### src/rtl/cfg_apb_sequencer_pkg.sv
// Purpose: shared op codes, FSM encodings and register map for the APB config sequencer.
// Latency: n/a (declarations only).
// Backpressure: n/a.
// Contents: address/data widths, register addresses of the config slave, op/state/phase enums.
package cfg_apb_sequencer_pkg;

  localparam int REG_ADDRWIDTH = 8;
  localparam int REG_DATAWIDTH = 32;

  // Register map of the configuration slave
  localparam logic [REG_ADDRWIDTH-1:0] REG_STDN_TPU_ADDR   = 8'h00;
  localparam logic [REG_ADDRWIDTH-1:0] REG_MATRIX_A_ADDR   = 8'h04;
  localparam logic [REG_ADDRWIDTH-1:0] REG_MATRIX_B_ADDR   = 8'h08;
  localparam logic [REG_ADDRWIDTH-1:0] REG_MATRIX_C_ADDR   = 8'h0C;
  localparam logic [REG_ADDRWIDTH-1:0] REG_BATCH_SIZE_ADDR = 8'h10;

  typedef enum logic [1:0] {
    OP_WRITE = 2'd0,
    OP_READ  = 2'd1,
    OP_POLL  = 2'd2,
    OP_DELAY = 2'd3
  } op_e;

  typedef enum logic [2:0] {
    ST_IDLE   = 3'd0,
    ST_SETUP  = 3'd1,
    ST_ACCESS = 3'd2,
    ST_CHECK  = 3'd3,
    ST_GAP    = 3'd4,
    ST_DELAY  = 3'd5,
    ST_RESP   = 3'd6
  } state_e;

  typedef enum logic [1:0] {
    PH_IDLE   = 2'd0,
    PH_SETUP  = 2'd1,
    PH_ACCESS = 2'd2,
    PH_CHECK  = 2'd3
  } phase_e;

endpackage

### src/rtl/cfg_apb_master_if.sv
// Purpose: drives one APB transfer (SETUP, ACCESS, then CHECK with PSEL low) per start pulse.
// Latency: start -> done 3 cycles; done is high in the CHECK cycle, where PREADY/PRDATA are sampled.
// Backpressure: none; a start is only honoured while idle, the caller must not issue overlapping starts.
// Ports: i_start/i_write/i_addr/i_wdata request; o_done/o_ready_seen/o_rdata result; o_p*/i_p* APB bus.
module cfg_apb_master_if
  import cfg_apb_sequencer_pkg::*;
#(
  parameter int ADDR_W = REG_ADDRWIDTH,
  parameter int DATA_W = REG_DATAWIDTH
) (
  input  logic              i_clk,
  input  logic              i_reset,
  input  logic              i_start,
  input  logic              i_write,
  input  logic [ADDR_W-1:0] i_addr,
  input  logic [DATA_W-1:0] i_wdata,
  output logic              o_done,
  output logic              o_ready_seen,
  output logic [DATA_W-1:0] o_rdata,
  output logic [ADDR_W-1:0] o_paddr,
  output logic              o_pwrite,
  output logic              o_psel,
  output logic              o_penable,
  output logic [DATA_W-1:0] o_pwdata,
  input  logic [DATA_W-1:0] i_prdata,
  input  logic              i_pready
);

  phase_e            r_phase;
  logic [ADDR_W-1:0] r_paddr;
  logic              r_pwrite;
  logic              r_psel;
  logic              r_penable;
  logic [DATA_W-1:0] r_pwdata;

  always_ff @(posedge i_clk) begin
    if (i_reset) begin
      r_phase   <= PH_IDLE;
      r_paddr   <= '0;
      r_pwrite  <= 1'b0;
      r_psel    <= 1'b0;
      r_penable <= 1'b0;
      r_pwdata  <= '0;
    end else begin
      case (r_phase)
        PH_IDLE: begin
          if (i_start) begin
            r_phase   <= PH_SETUP;
            r_psel    <= 1'b1;
            r_penable <= 1'b0;
            r_paddr   <= i_addr;
            r_pwrite  <= i_write;
            r_pwdata  <= i_write ? i_wdata : '0;
          end
        end
        PH_SETUP: begin
          r_phase   <= PH_ACCESS;
          r_penable <= 1'b1;
        end
        PH_ACCESS: begin
          // PSEL must fall here: the slave re-triggers on a held PSEL.
          r_phase   <= PH_CHECK;
          r_psel    <= 1'b0;
          r_penable <= 1'b0;
        end
        PH_CHECK: r_phase <= PH_IDLE;
        default:  r_phase <= PH_IDLE;
      endcase
    end
  end

  // The slave answers one cycle after ACCESS, so its response is live during CHECK.
  assign o_done       = (r_phase == PH_CHECK);
  assign o_ready_seen = o_done && i_pready;
  assign o_rdata      = i_prdata;

  assign o_paddr   = r_paddr;
  assign o_pwrite  = r_pwrite;
  assign o_psel    = r_psel;
  assign o_penable = r_penable;
  assign o_pwdata  = r_pwdata;

endmodule

### src/rtl/cfg_apb_sequencer.sv
// Purpose: executes WRITE/READ/POLL/DELAY descriptors against the config slave over APB, one at a time.
// Latency: WRITE/READ accept -> rsp_valid 4 cycles; POLL re-reads every 3+POLL_GAP cycles; DELAY N -> N+1.
// Backpressure: cmd_ready only in IDLE; rsp_valid held with stable data until rsp_ready.
// Ports: i_cmd_* command in, o_rsp_* response out, o_busy status, o_p*/i_p* APB master bus.
module cfg_apb_sequencer
  import cfg_apb_sequencer_pkg::*;
#(
  parameter int ADDR_W     = REG_ADDRWIDTH,
  parameter int DATA_W     = REG_DATAWIDTH,
  parameter int POLL_GAP   = 4,
  parameter int POLL_LIMIT = 1024
) (
  input  logic              i_clk,
  input  logic              i_reset,
  input  logic              i_cmd_valid,
  output logic              o_cmd_ready,
  input  logic [1:0]        i_cmd_op,
  input  logic [ADDR_W-1:0] i_cmd_addr,
  input  logic [DATA_W-1:0] i_cmd_data,
  output logic              o_rsp_valid,
  input  logic              i_rsp_ready,
  output logic [DATA_W-1:0] o_rsp_data,
  output logic              o_rsp_error,
  output logic              o_busy,
  output logic [ADDR_W-1:0] o_paddr,
  output logic              o_pwrite,
  output logic              o_psel,
  output logic              o_penable,
  output logic [DATA_W-1:0] o_pwdata,
  input  logic [DATA_W-1:0] i_prdata,
  input  logic              i_pready
);

  localparam logic [15:0]       GAP_LAST = 16'(POLL_GAP - 1);
  localparam logic [15:0]       POLL_MAX = 16'(POLL_LIMIT);
  localparam logic [DATA_W-1:0] DLY_ONE  = DATA_W'(1);

  state_e            r_state;
  op_e               r_op;
  logic [ADDR_W-1:0] r_addr;
  logic [DATA_W-1:0] r_data;
  logic [15:0]       r_poll_cnt;
  logic [15:0]       r_gap_cnt;
  logic [DATA_W-1:0] r_dly_cnt;
  logic              r_rsp_valid;
  logic [DATA_W-1:0] r_rsp_data;
  logic              r_rsp_error;

  op_e               w_cmd_op;
  logic              w_cmd_ready;
  logic              w_accept;
  logic              w_gap_done;
  logic              w_start;
  logic              w_start_write;
  logic [ADDR_W-1:0] w_start_addr;
  logic              w_done;
  logic              w_ready_seen;
  logic [DATA_W-1:0] w_rdata;
  logic [DATA_W-1:0] w_rsp_rdata;
  logic [15:0]       w_poll_next;
  logic              w_poll_hit;

  assign w_cmd_op    = op_e'(i_cmd_op);
  // Gated by reset so the host never sees ready while reset is held.
  assign w_cmd_ready = (r_state == ST_IDLE) && !i_reset;
  assign w_accept    = i_cmd_valid && w_cmd_ready;
  assign w_gap_done  = (r_state == ST_GAP) && (r_gap_cnt == GAP_LAST);

  // A transfer starts either from a freshly accepted command or from the end of a poll gap.
  assign w_start       = (w_accept && (w_cmd_op != OP_DELAY)) || w_gap_done;
  assign w_start_write = w_accept && (w_cmd_op == OP_WRITE);
  assign w_start_addr  = w_accept ? i_cmd_addr : r_addr;

  assign w_rsp_rdata = (r_op == OP_WRITE) ? '0 : w_rdata;
  assign w_poll_next = r_poll_cnt + 16'd1;
  assign w_poll_hit  = (w_rdata & r_data) != '0;

  cfg_apb_master_if #(
    .ADDR_W (ADDR_W),
    .DATA_W (DATA_W)
  ) u_master (
    .i_clk        (i_clk),
    .i_reset      (i_reset),
    .i_start      (w_start),
    .i_write      (w_start_write),
    .i_addr       (w_start_addr),
    .i_wdata      (i_cmd_data),
    .o_done       (w_done),
    .o_ready_seen (w_ready_seen),
    .o_rdata      (w_rdata),
    .o_paddr      (o_paddr),
    .o_pwrite     (o_pwrite),
    .o_psel       (o_psel),
    .o_penable    (o_penable),
    .o_pwdata     (o_pwdata),
    .i_prdata     (i_prdata),
    .i_pready     (i_pready)
  );

  always_ff @(posedge i_clk) begin
    if (i_reset) begin
      r_state     <= ST_IDLE;
      r_op        <= OP_WRITE;
      r_addr      <= '0;
      r_data      <= '0;
      r_poll_cnt  <= '0;
      r_gap_cnt   <= '0;
      r_dly_cnt   <= '0;
      r_rsp_valid <= 1'b0;
      r_rsp_data  <= '0;
      r_rsp_error <= 1'b0;
    end else begin
      case (r_state)
        ST_IDLE: begin
          if (w_accept) begin
            r_op       <= w_cmd_op;
            r_addr     <= i_cmd_addr;
            r_data     <= i_cmd_data;
            r_poll_cnt <= '0;
            if (w_cmd_op == OP_DELAY) begin
              r_dly_cnt <= i_cmd_data;
              if (i_cmd_data == '0) begin
                r_state     <= ST_RESP;
                r_rsp_valid <= 1'b1;
                r_rsp_data  <= '0;
                r_rsp_error <= 1'b0;
              end else begin
                r_state <= ST_DELAY;
              end
            end else begin
              r_state <= ST_SETUP;
            end
          end
        end
        ST_SETUP:  r_state <= ST_ACCESS;
        ST_ACCESS: r_state <= ST_CHECK;
        ST_CHECK: begin
          if (w_done) begin
            if (!w_ready_seen) begin
              r_state     <= ST_RESP;
              r_rsp_valid <= 1'b1;
              r_rsp_data  <= w_rsp_rdata;
              r_rsp_error <= 1'b1;
            end else if ((r_op == OP_POLL) && !w_poll_hit) begin
              // Keep the last read value so a timeout reports what the register held.
              r_poll_cnt <= w_poll_next;
              r_rsp_data <= w_rdata;
              if (w_poll_next == POLL_MAX) begin
                r_state     <= ST_RESP;
                r_rsp_valid <= 1'b1;
                r_rsp_error <= 1'b1;
              end else begin
                r_state   <= ST_GAP;
                r_gap_cnt <= '0;
              end
            end else begin
              r_state     <= ST_RESP;
              r_rsp_valid <= 1'b1;
              r_rsp_data  <= w_rsp_rdata;
              r_rsp_error <= 1'b0;
            end
          end
        end
        ST_GAP: begin
          if (w_gap_done) begin
            r_state   <= ST_SETUP;
            r_gap_cnt <= '0;
          end else begin
            r_gap_cnt <= r_gap_cnt + 16'd1;
          end
        end
        ST_DELAY: begin
          // Leaving when the count reads 1 gives exactly N cycles in this state.
          if (r_dly_cnt == DLY_ONE) begin
            r_state     <= ST_RESP;
            r_rsp_valid <= 1'b1;
            r_rsp_data  <= '0;
            r_rsp_error <= 1'b0;
          end else begin
            r_dly_cnt <= r_dly_cnt - DLY_ONE;
          end
        end
        ST_RESP: begin
          if (i_rsp_ready) begin
            r_state     <= ST_IDLE;
            r_rsp_valid <= 1'b0;
            r_rsp_data  <= '0;
            r_rsp_error <= 1'b0;
            r_poll_cnt  <= '0;
          end
        end
        default: r_state <= ST_IDLE;
      endcase
    end
  end

  assign o_cmd_ready = w_cmd_ready;
  assign o_rsp_valid = r_rsp_valid;
  assign o_rsp_data  = r_rsp_data;
  assign o_rsp_error = r_rsp_error;
  assign o_busy      = (r_state != ST_IDLE);

endmodule

### config.mk
export PLATFORM = sky130hd
export DESIGN_NAME = cfg_apb_sequencer
export DESIGN_NICKNAME = d
export VERILOG_FILES = /design/src/rtl/cfg_apb_sequencer_pkg.sv /design/src/rtl/cfg_apb_master_if.sv /design/src/rtl/cfg_apb_sequencer.sv
export SDC_FILE = /design/constraint.sdc
export NUM_CORES = 1
export LEC_CHECK = 0
export ABC_AREA = 1
export BUFFER_PORTS_ARGS = -buffer_cell sky130_fd_sc_hd__buf_2
export CAP_MARGIN = 5
export CORE_UTILIZATION = 55
export DETAILED_ROUTE_END_ITERATION = 16
export PLACE_DENSITY_LB_ADDON = 0.25
export SETUP_SLACK_MARGIN = 0.5
export SLEW_MARGIN = 20
export SYNTH_ARGS = -nofsm -noshare
export SYNTH_HDL_FRONTEND = slang
export SYNTH_SLANG_ARGS = --single-unit
### constraint.sdc
create_clock -name i_clk -period 2.1 [get_ports i_clk]
set_input_delay 0.42 -clock i_clk [delete_from_list [all_inputs] [get_ports i_clk]]
set_output_delay 0.42 -clock i_clk [all_outputs]
set_load 0.02 [all_outputs]
---- Yosys cells after proc, flatten, opt, wreduce, memory -nomap -nowiden ----
Index checks and enable logic that the tools add are counted.
storage, ports and cells
  output and inout bits ................... 79
  bits in latches ......................... 0
  input port bits ......................... 79
  memories ................................ 0
  word-level logic and storage cells ...... 144
  bits in registers ....................... 188
  memory bits (writable) .................. 0
  memory bits (read-only) ................. 0
operators by class
  reduce and logical (&&, ||, !) cells .... 33
  eq/ne operators ......................... 28
  add/sub/neg operators ................... 3
  bitwise logic cells ..................... 1
  shift-type cells ........................ 0
  divide/modulo/power cells ............... 0
  multipliers ............................. 0
  mux-type cells .......................... 63
  order comparisons ....................... 0
operator list
  cell                   number
  $mux 32                13
  $mux 16                10
  $pmux 32 s4            1
  $pmux 32 s2            1
  $pmux 16 s3            1
  $add 16x1->16 const B  2
  $and 32x32->32         1
  $eq 32x1->1 const B    1
  $logic_not 32->1       1
  $pmux 16 s2            1
  $reduce_bool 32->1     1
  $sub 32x1->32 const B  1
  $mux 3                 8
  $pmux 3 s7             1
  $mux 1                 18
  $ne 2x2->1 const B     9
  $eq 16x11->1 const B   1
  $eq 16x2->1 const B    1
  $reduce_and 5->1       2
  $eq 3x3->1 const B     3
  $reduce_bool 3->1      3
  $eq 2x2->1 const B     4
  $mux 8                 1
  $ne 2x1->1 const B     4
  other kinds (21)       39

---- Longest topological paths before layout ----
  word-level depth ........................ 8
  mapped depth ............................ 16
  depth with buffers taken out ............ 16

---- By module ----
From an unflattened synthesis, not the netlist that was laid out.
second synthesis, totals
  cells, all modules ...................... 1526
  area total of the unflattened synthesis .. 10317.4 um^2
by module, submodules not included
  module             times used  cells each  sequential area each (um^2)  area an instance (um^2)
  cfg_apb_sequencer  1           1267        2862.7                       8122.8
  cfg_apb_master_if  1           259         900.9                        2194.6

---- Least setup slack after synthesis ----
No wires, ideal clock.
  path type ............................... input to register
  start ................................... input port i_reset
  end ..................................... register r_rsp_data[13] (netlist: o_rsp_data[13])
  setup time .............................. 0.116 ns
  stages on the path ...................... 11
  required time ........................... 1.984 ns
  arrival time ............................ 1.765 ns
  path slack .............................. 0.219 ns
  buffers on the path ..................... 4
  path through ............................ clkbuf_1 -> nor3b_4 -> buf_6 -> nor2_2 -> nor2_2 -> nand2_2 -> nor2_4 -> buf_6 -> buf_6 -> o21ai_1 -> o211a_1
between the ends
  word-level cells in the longest chain between the ends .. 5
RTL lines
  what                        RTL line                  source
  from (decl)                 cfg_apb_sequencer.sv:14   input logic i_reset,
  $logic_not 1->1             cfg_apb_sequencer.sv:65   assign w_cmd_ready = (r_state == ST_IDLE) && !i_reset;
  $logic_and 1x1->1           cfg_apb_sequencer.sv:65
  $logic_and 1x1->1           cfg_apb_sequencer.sv:66   assign w_accept = i_cmd_valid && w_cmd_ready;
  $ne 2x2->1 (no line)        n/a
  $reduce_and 7->1 (no line)  n/a
  to (signal assigned)        cfg_apb_sequencer.sv:142  r_rsp_data <= w_rsp_rdata;
  to (signal assigned)        cfg_apb_sequencer.sv:147  r_rsp_data <= w_rdata;
  to (signal assigned)        cfg_apb_sequencer.sv:159  r_rsp_data <= w_rsp_rdata;
  to (decl)                   cfg_apb_sequencer.sv:46   logic [DATA_W-1:0] r_rsp_data;
Several ways; a longest one is shown, not always the timed one.
A chain may end at the register's enable or synchronous reset.

---- Worst setup path after layout ----
  start ................................... register r_dly_cnt[4]
  end ..................................... register r_rsp_data[20] (netlist: o_rsp_data[20])
between the ends
  word-level cells in the longest chain between the ends .. 3
RTL lines
  what                        RTL line                  source
  from (decl)                 cfg_apb_sequencer.sv:44   logic [DATA_W-1:0] r_dly_cnt;
  from (signal assigned)      cfg_apb_sequencer.sv:121  r_dly_cnt <= i_cmd_data;
  from (signal assigned)      cfg_apb_sequencer.sv:180  r_dly_cnt <= r_dly_cnt - DLY_ONE;
  $eq 32x1->1                 cfg_apb_sequencer.sv:174  if (r_dly_cnt == DLY_ONE) begin
  $ne 2x2->1 (no line)        n/a
  $reduce_and 7->1 (no line)  n/a
No other way between the ends.

==> flow_summary.yaml <==
worst_setup_path:
  cp.required_ns: 2.44
  path_class: "reg -> reg"
  r2r_cells: 11
  worst_setup_path_end_kind: "register"
  r2r_start: "r_dly_cnt[4]"
  r2r_setup_slack_ns: -0.02
  arrival_ns: 2.46
  reg2reg_to: "o_rsp_data[20]"
  cp_max_fo: 7
  critPathLaunchType: "register"
synthesis:
  ys_types: 45
  synth-async-reset-ratio_pct: 0
  syn_area_um2: 9410
  yosys_warnings: 0
  synth-seq-cells: 188
  ys_seq_area_share_pct: 40.0
  synth_area_per_cell_um2: 6.87
  synth_edf_count: 0
  synth_top_cell_area_share_pct: 40.0
  synth_nets: 1460
  syn-instance-count: 1371
  synth_top_cell_by_area: "dfxtp_1"
  synth.area.top_cells: "dfxtp_1 (40%), nand2_1 (15%), nor2_1 (6.1%), a21oi_1 (6.0%), o21ai_0 (5.1%)"
  ys.flop_type: "dfxtp_1"
worst_hold_path:
  holdPathEnd: "u_master.o_pwdata[29]"
  hold_path_class: "in -> reg"
  hold_start: "i_cmd_data[29]"
  hold_depth: 3
placement:
  hpwl_mm: 19.6
  place_congestion: 0.926
  dp.cells: 1742
  dpl_cell_area_um2: 10900
  post-place-ws_ns: -0.0179
  portBuffers: 157
cells_and_area:
  multiInputGateArea_um2: 5920
  final_cells: 1864
  synthToLayoutAreaGrowth_pct: 45.6
  fin_area_um2: 13700
  regArea_um2: 3820
  diodes: 0
  drive_above_1_share_pct: 35.3
  fillCellCount: 920
  nets: 1720
power_and_ir_drop:
  p_comb_share_pct: 47.5
  p_switching_uw: 6370
  switching_share_pct: 41.2
  cellPowerDensity_nw_per_um2: 1130
  p_leak_uw: 0.00626
  p_clk_share_pct: 21.2
  pwr-share-seq_pct: 31.2
  intPower_uw: 9090
  max-vdd-ir-drop_uv: 721
global_route:
  grt_pass1_vias: 9928
  grtUsageMet1_pct: 46.2
  grt_use_met2_pct: 58.3
  busiest_layer: "met2"
  overflow: 0
  met3_usage_pct: 8.35
  grt_usage_pct: 35.9
  grt_first_pass_wirelength_mm: 50.4
  grt_max_degree: 89
  antenna_found_initial: 0
detailed_routing:
  drt_iter0_drc: 1767
  avgRoutedWirePerCell_um: 20.0
  viasPerCell: 6.21
  first_pass_iters: 7
  vias: 11600
  finalWirelength_mm: 37.2
  drc: 0
  detail-route-antenna-nets: 0
timing:
  final.setup.worst_slack_ns: -0.0205
  slew_headroom_pct: 29.2
  final-setup-viol-count: 8
  finalHoldViolCount: 0
  worst_pin_slew_ns: 1.06
  skew_ns: 0.00933
  grt_setup_unrepaired: "true"
  drv_slew: 0
  period_share_pct: 101
  final.setup.tns_ns: -0.0953
  timing.fmax_ghz: 0.472
  post-route-min-period_ns: 2.12
floorplanning:
  die_w_um: 133
  row_count: 47
  initial_core_util_pct: 56.6
  ioPinCount: 158
  die_y_um: 133
  die_area_um2: 17600
  core_um2: 16600
clock_tree:
  tritoncts.num_buffers: 17
  cts-root-buf: "clkbuf_16"
  ctsHoldBuffers: 0
  clkSinkCount: 188
  clk_latency_ns: 0.45
  tritoncts: "done"
  cts_max_level: 4
  cts_buffer_depth: 2
  clkTransAtPathRegs_ns: 0.08
run_status:
  status: "complete, but fails checks"
  violations: "setup timing"
run:
  maxCapViolations: 0
cells in the final DEF (no fill, tap or decap), types with 33 or more instances in the layout:
cell type,n
buf_4,79
nor2_1,123
a21oi_1,80
nand2_1,327
dfxtp_1,161
a21oi_2,33
nand3_1,65
buf_2,155
inv_1,99
o21ai_0,74
cell usage after synthesis, types with 7 or more instances:
| master | instances |
|---|---|
| nand2_1 | 368 |
| dfxtp_1 | 188 |
| nor2_1 | 153 |
| a21oi_1 | 113 |
| inv_1 | 107 |
| o21ai_0 | 96 |
| nand3_1 | 74 |
| clkbuf_1 | 38 |
| o211a_1 | 32 |
| nand4_1 | 25 |
| o21ai_1 | 19 |
| buf_2 | 16 |
| nor3_1 | 15 |
| xor2_1 | 13 |
| or2_2 | 12 |
| ha_1 | 10 |
| mux2i_1 | 9 |
| o211ai_1 | 9 |
| nand3b_1 | 7 |
| nor2_2 | 7 |
metrics by stage:
step,util (%),power (uW),hold WS [ns]
6_report,82.4,15500,0.242
5_1_grt,82.4,16000,0.231
4_1_cts,76.2,14100,0.229
3_5_place_dp,65.4,9610,0.448
3_3_place_gp,65.4,9510,0.445
2_1_floorplan,-,8260,0.453
worst max-delay path: stages, from the launching register on:
cell and delay [ns]:
dfxtp_1 0.38, nor2_1 0.17, nand2_1 0.13, inv_1 0.09
nand4_1 0.12, o21ai_2 0.26, nand2_2 0.12, nor2_4 0.20
buf_6 0.18, buf_16 0.15, o21ai_2 0.06, o211a_1 0.16
layout make-up:
| cell class | instances | share of cell area [%] |
|---|---|---|
| Multi-Input combinational cell | 1004 | 43.2 |
| Sequential cell | 188 | 27.9 |
| Timing Repair Buffer | 305 | 19.2 |
| Inverter | 114 | 3.32 |
| Clock buffer | 17 | 3.10 |
| Tap cell | 220 | 2.01 |
| Clock inverter | 15 | 1.17 |
| Timing Repair inverter | 1 | 0.0821 |
worst max-delay path by stage:
stage                        startpoint  slack (ns)              to
final                      r_dly_cnt[4]       -0.02  o_rsp_data[20]
after global routing       r_dly_cnt[4]       -0.09     o_rsp_valid
after CTS                 r_dly_cnt[23]        0.15  o_rsp_data[26]
after detailed placement  i_cmd_data[7]       -0.02  o_rsp_data[23]
after global placement    i_cmd_data[7]        0.03   o_rsp_data[4]
after floorplan              r_state[0]        0.26  o_rsp_data[13]
state kept, by name, indices dropped and copies added (netlist names), 2 cells and up:
signal             flops
r_state                3
u_master.r_phase       2
r_gap_cnt             16
r_dly_cnt             32
r_addr                 8
r_op                   2
o_rsp_data            32
r_poll_cnt            16
r_data                32
u_master.o_pwdata     32
u_master.o_paddr       8
cells by family (layout without fill, tap and decap cells):
kind of cell	Yosys count	after routing	synth area share, %
simple gates	680	681	30.7
compound gates	288	288	17.7
fa+ha+maj	10	10	1.33
buf+inv	180	452	7.91
mux	9	9	0.957
flops	188	188	40.0
xor+xnor	16	16	1.49
per-layer routing:
layer	share of wire (%)	wire length, um
met5	0	0
met4	5.9	2190
met1	36	13400
met2	46	17300
met3	12	4370
timing repair:
item,CTS,global route
cloned,11,11
setup endpoints to repair,170,179
resized for setup,164,163
buffers inserted,48,20
pin swaps,44,69
power groups by stage:
stage | combinational, uW | sequential (uW) | clock, uW
floorplan | 3330 | 4930 | 0
global placement | 4760 | 4750 | 0
detailed placement | 4850 | 4760 | 0
CTS | 6090 | 4740 | 3250
global route | 7750 | 4870 | 3420
finish | 7340 | 4830 | 3280
(Power assumes the default switching activity.)
